[src/rtl/comm_pkg.sv]
// comm_pkg
//   Shared definitions for the transmit/channel/receive chain.
//   - DEF_SAMPLE_W, DEF_SPS, DEF_ERASE_TH : defaults shared with the
//     transmitter and channel benches
//   - sample_t    : one signed channel sample
//   - det_state_e : receive-side symbol detector states
package comm_pkg;

  localparam int DEF_SAMPLE_W  = 16;
  localparam int DEF_SPS       = 8;
  localparam int DEF_ERASE_TH  = 64;

  typedef logic signed [DEF_SAMPLE_W-1:0] sample_t;

  typedef enum logic [1:0] {
    IDLE,
    INTEGRATE,
    DUMP
  } det_state_e;

endpackage

[src/rtl/decision_buffer.sv]
// decision_buffer
//   One-entry valid/ready output register for detector decisions.
//   Ports:
//     clk, reset      clock and synchronous active-low reset
//     load            a new decision {bit_in, conf_in, acc_in} is offered
//     ready           consumer takes the held decision when valid & ready
//     clear_ovr       clears the sticky overrun flag
//     bit_out, conf_out, acc_out   held decision, stable until consumed
//     valid           register holds a decision
//     overrun         sticky: a decision arrived while the register was full
module decision_buffer #(
  parameter int ACC_W = 19
) (
  input  logic                    clk,
  input  logic                    reset,
  input  logic                    load,
  input  logic                    bit_in,
  input  logic                    conf_in,
  input  logic signed [ACC_W-1:0] acc_in,
  input  logic                    ready,
  input  logic                    clear_ovr,
  output logic                    bit_out,
  output logic                    conf_out,
  output logic signed [ACC_W-1:0] acc_out,
  output logic                    valid,
  output logic                    overrun
);

  logic consume;
  logic accept;
  logic drop;

  // A load is accepted when the slot is empty or is being emptied on the
  // same edge; otherwise the incoming decision is lost.
  assign consume = valid & ready;
  assign accept  = load & (~valid | consume);
  assign drop    = load & valid & ~ready;

  // Data is only rewritten on an accepted load, so it stays stable while the
  // consumer stalls. A drop beats a simultaneous clear of overrun.
  always_ff @(posedge clk) begin
    if (!reset) begin
      valid    <= 1'b0;
      bit_out  <= 1'b0;
      conf_out <= 1'b0;
      acc_out  <= '0;
      overrun  <= 1'b0;
    end else begin
      if (accept) begin
        valid    <= 1'b1;
        bit_out  <= bit_in;
        conf_out <= conf_in;
        acc_out  <= acc_in;
      end else if (consume) begin
        valid <= 1'b0;
      end

      if (drop) begin
        overrun <= 1'b1;
      end else if (clear_ovr) begin
        overrun <= 1'b0;
      end
    end
  end

endmodule

[src/rtl/integrate_dump_detector.sv]
// integrate_dump_detector
//   Integrate-and-dump symbol detector after the channel block. Sums SPS
//   samples per symbol, slices the sum into a hard bit and a confidence flag
//   and hands decisions to the decoder over valid/ready.
//   Ports:
//     CLOCK_50        system clock (rising edge)
//     reset           synchronous active-low reset
//     enable          0 flushes the integrator back to IDLE
//     sample_in       signed channel sample, qualified by sample_valid
//     sym_start       with sample_valid: first sample of a symbol
//     bit_out         decided bit (sum >= 0 -> 1)
//     bit_conf        1 when |sum| >= ERASE_TH
//     acc_out         integrator sum behind bit_out
//     bit_valid       output register holds a decision; bit_ready accepts it
//     sync_err        one-cycle pulse on a mid-symbol sym_start
//     overrun         sticky dropped-decision flag, cleared by clear_ovr
module integrate_dump_detector
  import comm_pkg::*;
#(
  parameter int SAMPLE_W = DEF_SAMPLE_W,
  parameter int SPS      = DEF_SPS,
  parameter int ACC_W    = SAMPLE_W + $clog2(SPS),
  parameter int ERASE_TH = DEF_ERASE_TH
) (
  input  logic                       CLOCK_50,
  input  logic                       reset,
  input  logic                       enable,
  input  logic signed [SAMPLE_W-1:0] sample_in,
  input  logic                       sample_valid,
  input  logic                       sym_start,
  output logic                       bit_out,
  output logic                       bit_conf,
  output logic signed [ACC_W-1:0]    acc_out,
  output logic                       bit_valid,
  input  logic                       bit_ready,
  output logic                       sync_err,
  output logic                       overrun,
  input  logic                       clear_ovr
);

  localparam int CNT_W = $clog2(SPS + 1);
  localparam logic [CNT_W-1:0]        LAST_CNT = CNT_W'(SPS - 1);
  localparam logic signed [ACC_W-1:0] TH_POS   = ACC_W'(ERASE_TH);
  localparam logic signed [ACC_W-1:0] TH_NEG   = -TH_POS;

  det_state_e              state;
  det_state_e              state_nxt;
  logic [CNT_W-1:0]        cnt;
  logic [CNT_W-1:0]        cnt_nxt;
  logic signed [ACC_W-1:0] acc;
  logic signed [ACC_W-1:0] acc_nxt;
  logic signed [ACC_W-1:0] sample_ext;
  logic                    sync_err_nxt;
  logic                    dump_now;

  logic                    dec_load;
  logic                    dec_bit;
  logic                    dec_conf;
  logic signed [ACC_W-1:0] dec_acc;

  assign sample_ext = {{(ACC_W - SAMPLE_W){sample_in[SAMPLE_W-1]}}, sample_in};

  // Next-state logic. While in DUMP, acc still holds the finished symbol sum.
  // A sample arriving in DUMP opens the next symbol, so symbols run back to
  // back without further sym_start. A sym_start on an empty integrator is a
  // normal first sample, not a resync.
  always_comb begin
    state_nxt    = state;
    cnt_nxt      = cnt;
    acc_nxt      = acc;
    sync_err_nxt = 1'b0;
    dump_now     = 1'b0;

    if (!enable) begin
      state_nxt = IDLE;
      cnt_nxt   = '0;
      acc_nxt   = '0;
    end else begin
      case (state)
        IDLE: begin
          if (sample_valid && sym_start) begin
            acc_nxt   = sample_ext;
            cnt_nxt   = CNT_W'(1);
            state_nxt = INTEGRATE;
          end
        end
        INTEGRATE: begin
          if (sample_valid) begin
            if (sym_start && (cnt != '0)) begin
              acc_nxt      = sample_ext;
              cnt_nxt      = CNT_W'(1);
              sync_err_nxt = 1'b1;
            end else begin
              acc_nxt = acc + sample_ext;
              cnt_nxt = cnt + CNT_W'(1);
              if (cnt == LAST_CNT) begin
                state_nxt = DUMP;
              end
            end
          end
        end
        DUMP: begin
          dump_now  = 1'b1;
          state_nxt = INTEGRATE;
          if (sample_valid) begin
            acc_nxt = sample_ext;
            cnt_nxt = CNT_W'(1);
          end else begin
            acc_nxt = '0;
            cnt_nxt = '0;
          end
        end
        default: begin
          state_nxt = IDLE;
          cnt_nxt   = '0;
          acc_nxt   = '0;
        end
      endcase
    end
  end

  // State, integrator and sync_err registers.
  always_ff @(posedge CLOCK_50) begin
    if (!reset) begin
      state    <= IDLE;
      cnt      <= '0;
      acc      <= '0;
      sync_err <= 1'b0;
    end else begin
      state    <= state_nxt;
      cnt      <= cnt_nxt;
      acc      <= acc_nxt;
      sync_err <= sync_err_nxt;
    end
  end

  // Slicer stage: the decision is captured at the end of DUMP and offered to
  // the output register one edge later, which gives the two-edge latency from
  // the last sample of a symbol to bit_valid.
  always_ff @(posedge CLOCK_50) begin
    if (!reset) begin
      dec_load <= 1'b0;
      dec_bit  <= 1'b0;
      dec_conf <= 1'b0;
      dec_acc  <= '0;
    end else begin
      dec_load <= dump_now;
      if (dump_now) begin
        dec_bit  <= ~acc[ACC_W-1];
        dec_conf <= (acc >= TH_POS) || (acc <= TH_NEG);
        dec_acc  <= acc;
      end
    end
  end

  decision_buffer #(
    .ACC_W (ACC_W)
  ) u_decision_buffer (
    .clk       (CLOCK_50),
    .reset     (reset),
    .load      (dec_load),
    .bit_in    (dec_bit),
    .conf_in   (dec_conf),
    .acc_in    (dec_acc),
    .ready     (bit_ready),
    .clear_ovr (clear_ovr),
    .bit_out   (bit_out),
    .conf_out  (bit_conf),
    .acc_out   (acc_out),
    .valid     (bit_valid),
    .overrun   (overrun)
  );

endmodule
[config.mk]
export PLATFORM = sky130hd
export DESIGN_NAME = integrate_dump_detector
export DESIGN_NICKNAME = d
export VERILOG_FILES = /design/src/rtl/comm_pkg.sv /design/src/rtl/decision_buffer.sv /design/src/rtl/integrate_dump_detector.sv
export SDC_FILE = /design/constraint.sdc
export NUM_CORES = 1
export LEC_CHECK = 0
export CORE_ASPECT_RATIO = 1.75
export CORE_UTILIZATION = 30
export DETAILED_ROUTE_END_ITERATION = 6
export PLACE_DENSITY = 0.52
export REMOVE_ABC_BUFFERS = 1
export SLEW_MARGIN = 10
export SYNTH_ARGS = -nofsm -noshare
export SYNTH_HDL_FRONTEND = slang
export SYNTH_SLANG_ARGS = --single-unit
[constraint.sdc]
create_clock -name CLOCK_50 -period 5.7 [get_ports CLOCK_50]
set_input_delay 1.14 -clock CLOCK_50 [delete_from_list [all_inputs] [get_ports CLOCK_50]]
set_output_delay 1.14 -clock CLOCK_50 [all_outputs]
set_load 0.01 [all_outputs]
==> results.md <==
- The cell class contributing the biggest share of worst-path delay is compound AO/OA/AOI/OAI gates.
- The synthesized design spends more area on one cell type than any other, namely dfxtp_1.
- In this run the tightest slew margin relative to its limit is 0.360.
- The most used flip-flop cell after synthesis is dfxtp_1.
- The synthesized cell area is 0.00389 mm^2.
- The clock root buffer is clkbuf_16.
- The clock insertion delay at the later pin of the skew report is 0.33 ns.
- The worst-case reg-to-reg path depth is 10.
- The startpoint-to-endpoint class of the critical path is primary input to flop.
- The number of I/O pins is 47.
- The largest net degree at the start of global routing is 48.
- Of the cells placed in the final design, the portion with a size suffix greater than 1 is 0.0596.
- The finished cells cover 0.00480 mm^2.
- The kind of capture point of the worst setup path is a flop.
- The count of final max-slew check failures is 0.
- The first-pass iteration count of the detailed router is 5.
- Clock tree synthesis inserted a total of 9 buffers.
- The largest buffer count on any clock path is 2.
- Once detailed placement completed, the half-perimeter wirelength came to 7.51 mm.
- The sequential cell area is 0.00142 mm^2.
- IR analysis of the VDD net gives a maximum drop of 0.000122 V.
- The clock-pin slew reported for the worst setup and hold paths after clock tree synthesis is 0.06 ns.
- The initial utilization of the core area, before any placement, comes to 0.309.
- Of the post-synthesis cell area, the dominant cell type holds 0.366.
- Walking the worst path, the cells encountered are clkdlybuf4s50_1 -> ha_1 -> inv_1 -> fa_1 -> nor2b_4 -> o31ai_4 -> a21oi_4 -> a221o_2 -> a31oi_1 -> or4_1 -> a31oi_1.
- The diode insertion count for antenna repair is 0.
- The final layout contains 560 nets.
- Setup violations remaining at the end of the flow were counted as 0.
- The clock share of power is 0.483.
- The die is 88.1 um wide.
- Total power for the finished layout comes to 1.22 mW.
- The share of total power in sequential cells is 0.415.
- The post-synthesis cell count is 480.
- The setup slack on the worst flop-to-flop path is 3.27 ns.
- In this run the power density over the cells is 255 mW/mm^2.
- The cell internal power dissipation is 934 uW.
- The number of hold-slack violations in the final timing report was 0.
- The leakage power of the design is 1.74 nW.
- The maximum level of the CTS H-tree is 3.
- The final RePlAce weighted congestion is 0.860.
- Detailed routing inserted a total of 3507 vias.
- The maximum cell stage delay along the critical path is 0.49 ns.
- Timing would allow up to 299 MHz.
- The via count of the first global-routing pass was 3442.
- Setup repair after global routing left no endpoint under its margin.
- The final clock period utilization by the worst path is 0.588.
- The biggest fanout along the worst timing path is 4.
- The global-route wire length before repair is 16.3 mm.
- In this run the power spent charging and discharging nets is 287 uW.
- The worst hold path terminates at u_decision_buffer.acc_out[3].
- In this run the most critical hold path is launched from dec_acc[3].
- The synthesized netlist contains 62 unique library cells.
- Relative to the synthesized area, the layout overhead comes to 23.4%.
- The port buffer count is 46.
- Sorting the synthesized cells by area gives the leading types as dfxtp_1 37%, nand2_1 10%, a21boi_0 8.3%, ha_1 6.4%, a21oi_1 2.8%.
- The clock arrives with 0.00634 ns of skew.
- The fill cell instance count of the final layout is 1380.
- The worst setup path is launched from a primary input.
- The count of flip-flops with a built-in enable after synthesis is 0.
- The async set-or-reset flop fraction in the synthesized netlist is 0.
- The number of hold buffers added after CTS was 0.
- The critical path's slowest cell is clkdlybuf4s50_1.
- The register bit total from synthesis is 71.
- The combinational cell fraction of total power is 0.102.
- After floorplanning, the core was sized to cover 0.0126 mm^2.
- The die is 153 um tall.
- The number of sinks driven by the clock tree is 71.
- The arrival time of the worst setup path is 3.59 ns.
- The post-place instance area is 0.00449 mm^2.
- The net switching fraction of the power is 0.235.
- The CTS tree is yes.
- After clock tree synthesis, the setup repair step added 0 buffers.
- The DRC violation count after routing is 0.
- Across the run, the number of max-cap violations was 0.
- The actual slew at the worst max-slew pin is 0.959 ns.
- The buffers plus inverters on the worst setup path is 2.
- The most repeated library cell on the critical path is a31oi_1.
- The sum of negative setup slack is 0 ns.
- In this run the mean area of a mapped cell was 8.10 um^2.
- The overall die area is 0.0134 mm^2.
- After detailed routing, the total wire length is 10.1 mm.
- Measured on the finished design, the core utilization comes to 0.382.
- The sum of overflow across all layers after global routing is 0.
- STA puts the critical path data required time at 5.94 ns.
- The register area share after synthesis is 0.366.
- The remaining antenna violation count after routing is 0.
- The number of antenna violations at the first check in global routing came to 0.
- After clock tree synthesis, the repair step resized 0 gates.
- The worst min-delay path class is flop to flop.
- After detailed routing, the number of vias per cell comes to 5.10.
- The number of rows created at floorplan is 54.
- The total routing resource utilization after global routing is 0.158.
- For the finished layout, the period the worst path requires is 3.35 ns.
- Counting instances, the worst hold path has a depth of 2.
- Dividing the detail-routed wire length by the instance count gives 14.7 um.
- The violation count after the first detailed-route iteration is 133.
- The capturing point of the worst reg2reg path is acc[16].
- During synthesis, Yosys emitted a total of 0 warnings.
- The multi-input combinational cells in the finished layout cover a total of 0.00233 mm^2.
- The flow ran to the end, and the final reports show no timing, DRC or antenna violations.
- The worst reg2reg path startpoint is acc[0].
[flip-flops by register name, indices dropped and copies added (netlist names)]
name                        cells
acc                            19
dec_acc                        19
u_decision_buffer.acc_out      19
cnt                             4
state                           2
dec_bit                         1
dec_conf                        1
dec_load                        1
sync_err                        1
u_decision_buffer.bit_out       1
u_decision_buffer.conf_out      1
u_decision_buffer.overrun       1
u_decision_buffer.valid         1
[cell families (layout without fill, tap and decap cells)]
| kind of cell | Yosys count | count (layout) | share of synthesized area |
|---|---|---|---|
| compound gates | 142 | 142 | 0.262 |
| xor+xnor | 10 | 10 | 0.0225 |
| flops | 71 | 71 | 0.366 |
| simple gates | 198 | 198 | 0.235 |
| mux | 4 | 4 | 0.0106 |
| buf+inv | 34 | 74 | 0.0354 |
| fa+ha+maj | 21 | 21 | 0.0695 |
[synth_stat cells, drive strengths merged, types with 9 or more instances]
cell and number:
nand2 105, dfxtp 71, a21boi 43, nor2 30
a21oi 25, o21ai 23, clkbuf 22, ha 20
nand3 14, nor2b 12, a22oi 9, inv 9
nand2b 9
[how the worst max path moves through the flow]
stage / from / end / slack, ns / depth (start not counted)
2_1_floorplan: sym_start / acc[17] / 2.49 / 7
3_3_place_gp: sample_in[0] / acc[16] / 2.05 / 11
3_5_place_dp: sample_in[0] / acc[16] / 2.00 / 11
4_1_cts: sample_in[0] / acc[16] / 2.34 / 11
5_1_grt: sample_in[0] / acc[16] / 2.28 / 11
6_report: sample_in[0] / acc[16] / 2.35 / 11
[cell usage in the layout, fill, tap and decap left out, drive strengths merged, types with 12 or more instances in the layout]
cell type      instances
clkdlybuf4s50         46
dfxtp                 71
nand2                105
nor2                  30
nor2b                 12
a21oi                 25
a21boi                43
ha                    20
o21ai                 23
nand3                 14
[area by class of cell]
type,instances,share of cell area
Inverter,9,0.00704
Tap cell,168,0.0438
Sequential cell,71,0.296
Multi-Input combinational cell,375,0.486
Clock inverter,6,0.0180
Timing Repair Buffer,50,0.102
Clock buffer,9,0.0469
[worst reg2reg max path, delay by kind of cell (launching register included)]
| family | cells | cell delay [ns] |
|---|---|---|
| buffers and inverters | 1 | 0.06 |
| AND/OR/NAND/NOR | 2 | 0.58 |
| flip-flops | 1 | 0.37 |
| adder cells (fa/ha/maj) | 2 | 0.63 |
| AO/OA/AOI/OAI | 5 | 0.70 |
[per-layer routing]
metal  vias up  GRT usage  part of all wire
met2        67      0.293              0.54
met4         0     0.0791             0.033
met5         -          0                 0
met3        18     0.0287             0.025
li1       1778          -                 -
met1      1644      0.163              0.40
[per-stage QoR]
step / worst slack (ns) / cells / hold slack (ns)
6_report: 2.35 / 688 / 0.459
2_1_floorplan: 2.49 / 455 / 0.441
5_1_grt: 2.28 / 688 / 0.478
4_1_cts: 2.34 / 688 / 0.466
3_5_place_dp: 2.00 / 673 / 0.458
3_3_place_gp: 2.05 / 673 / 0.450
[power groups by stage]
stage                     registers [mW]  clock network [mW]  logic, mW
after floorplan                    0.516                   0     0.0768
after global placement             0.518                   0      0.123
after detailed placement           0.518                   0      0.125
after CTS                          0.507               0.610      0.125
after global routing               0.508               0.630      0.136
final                              0.508               0.590      0.124
No activity file was read; power rests on OpenSTA's default activity.
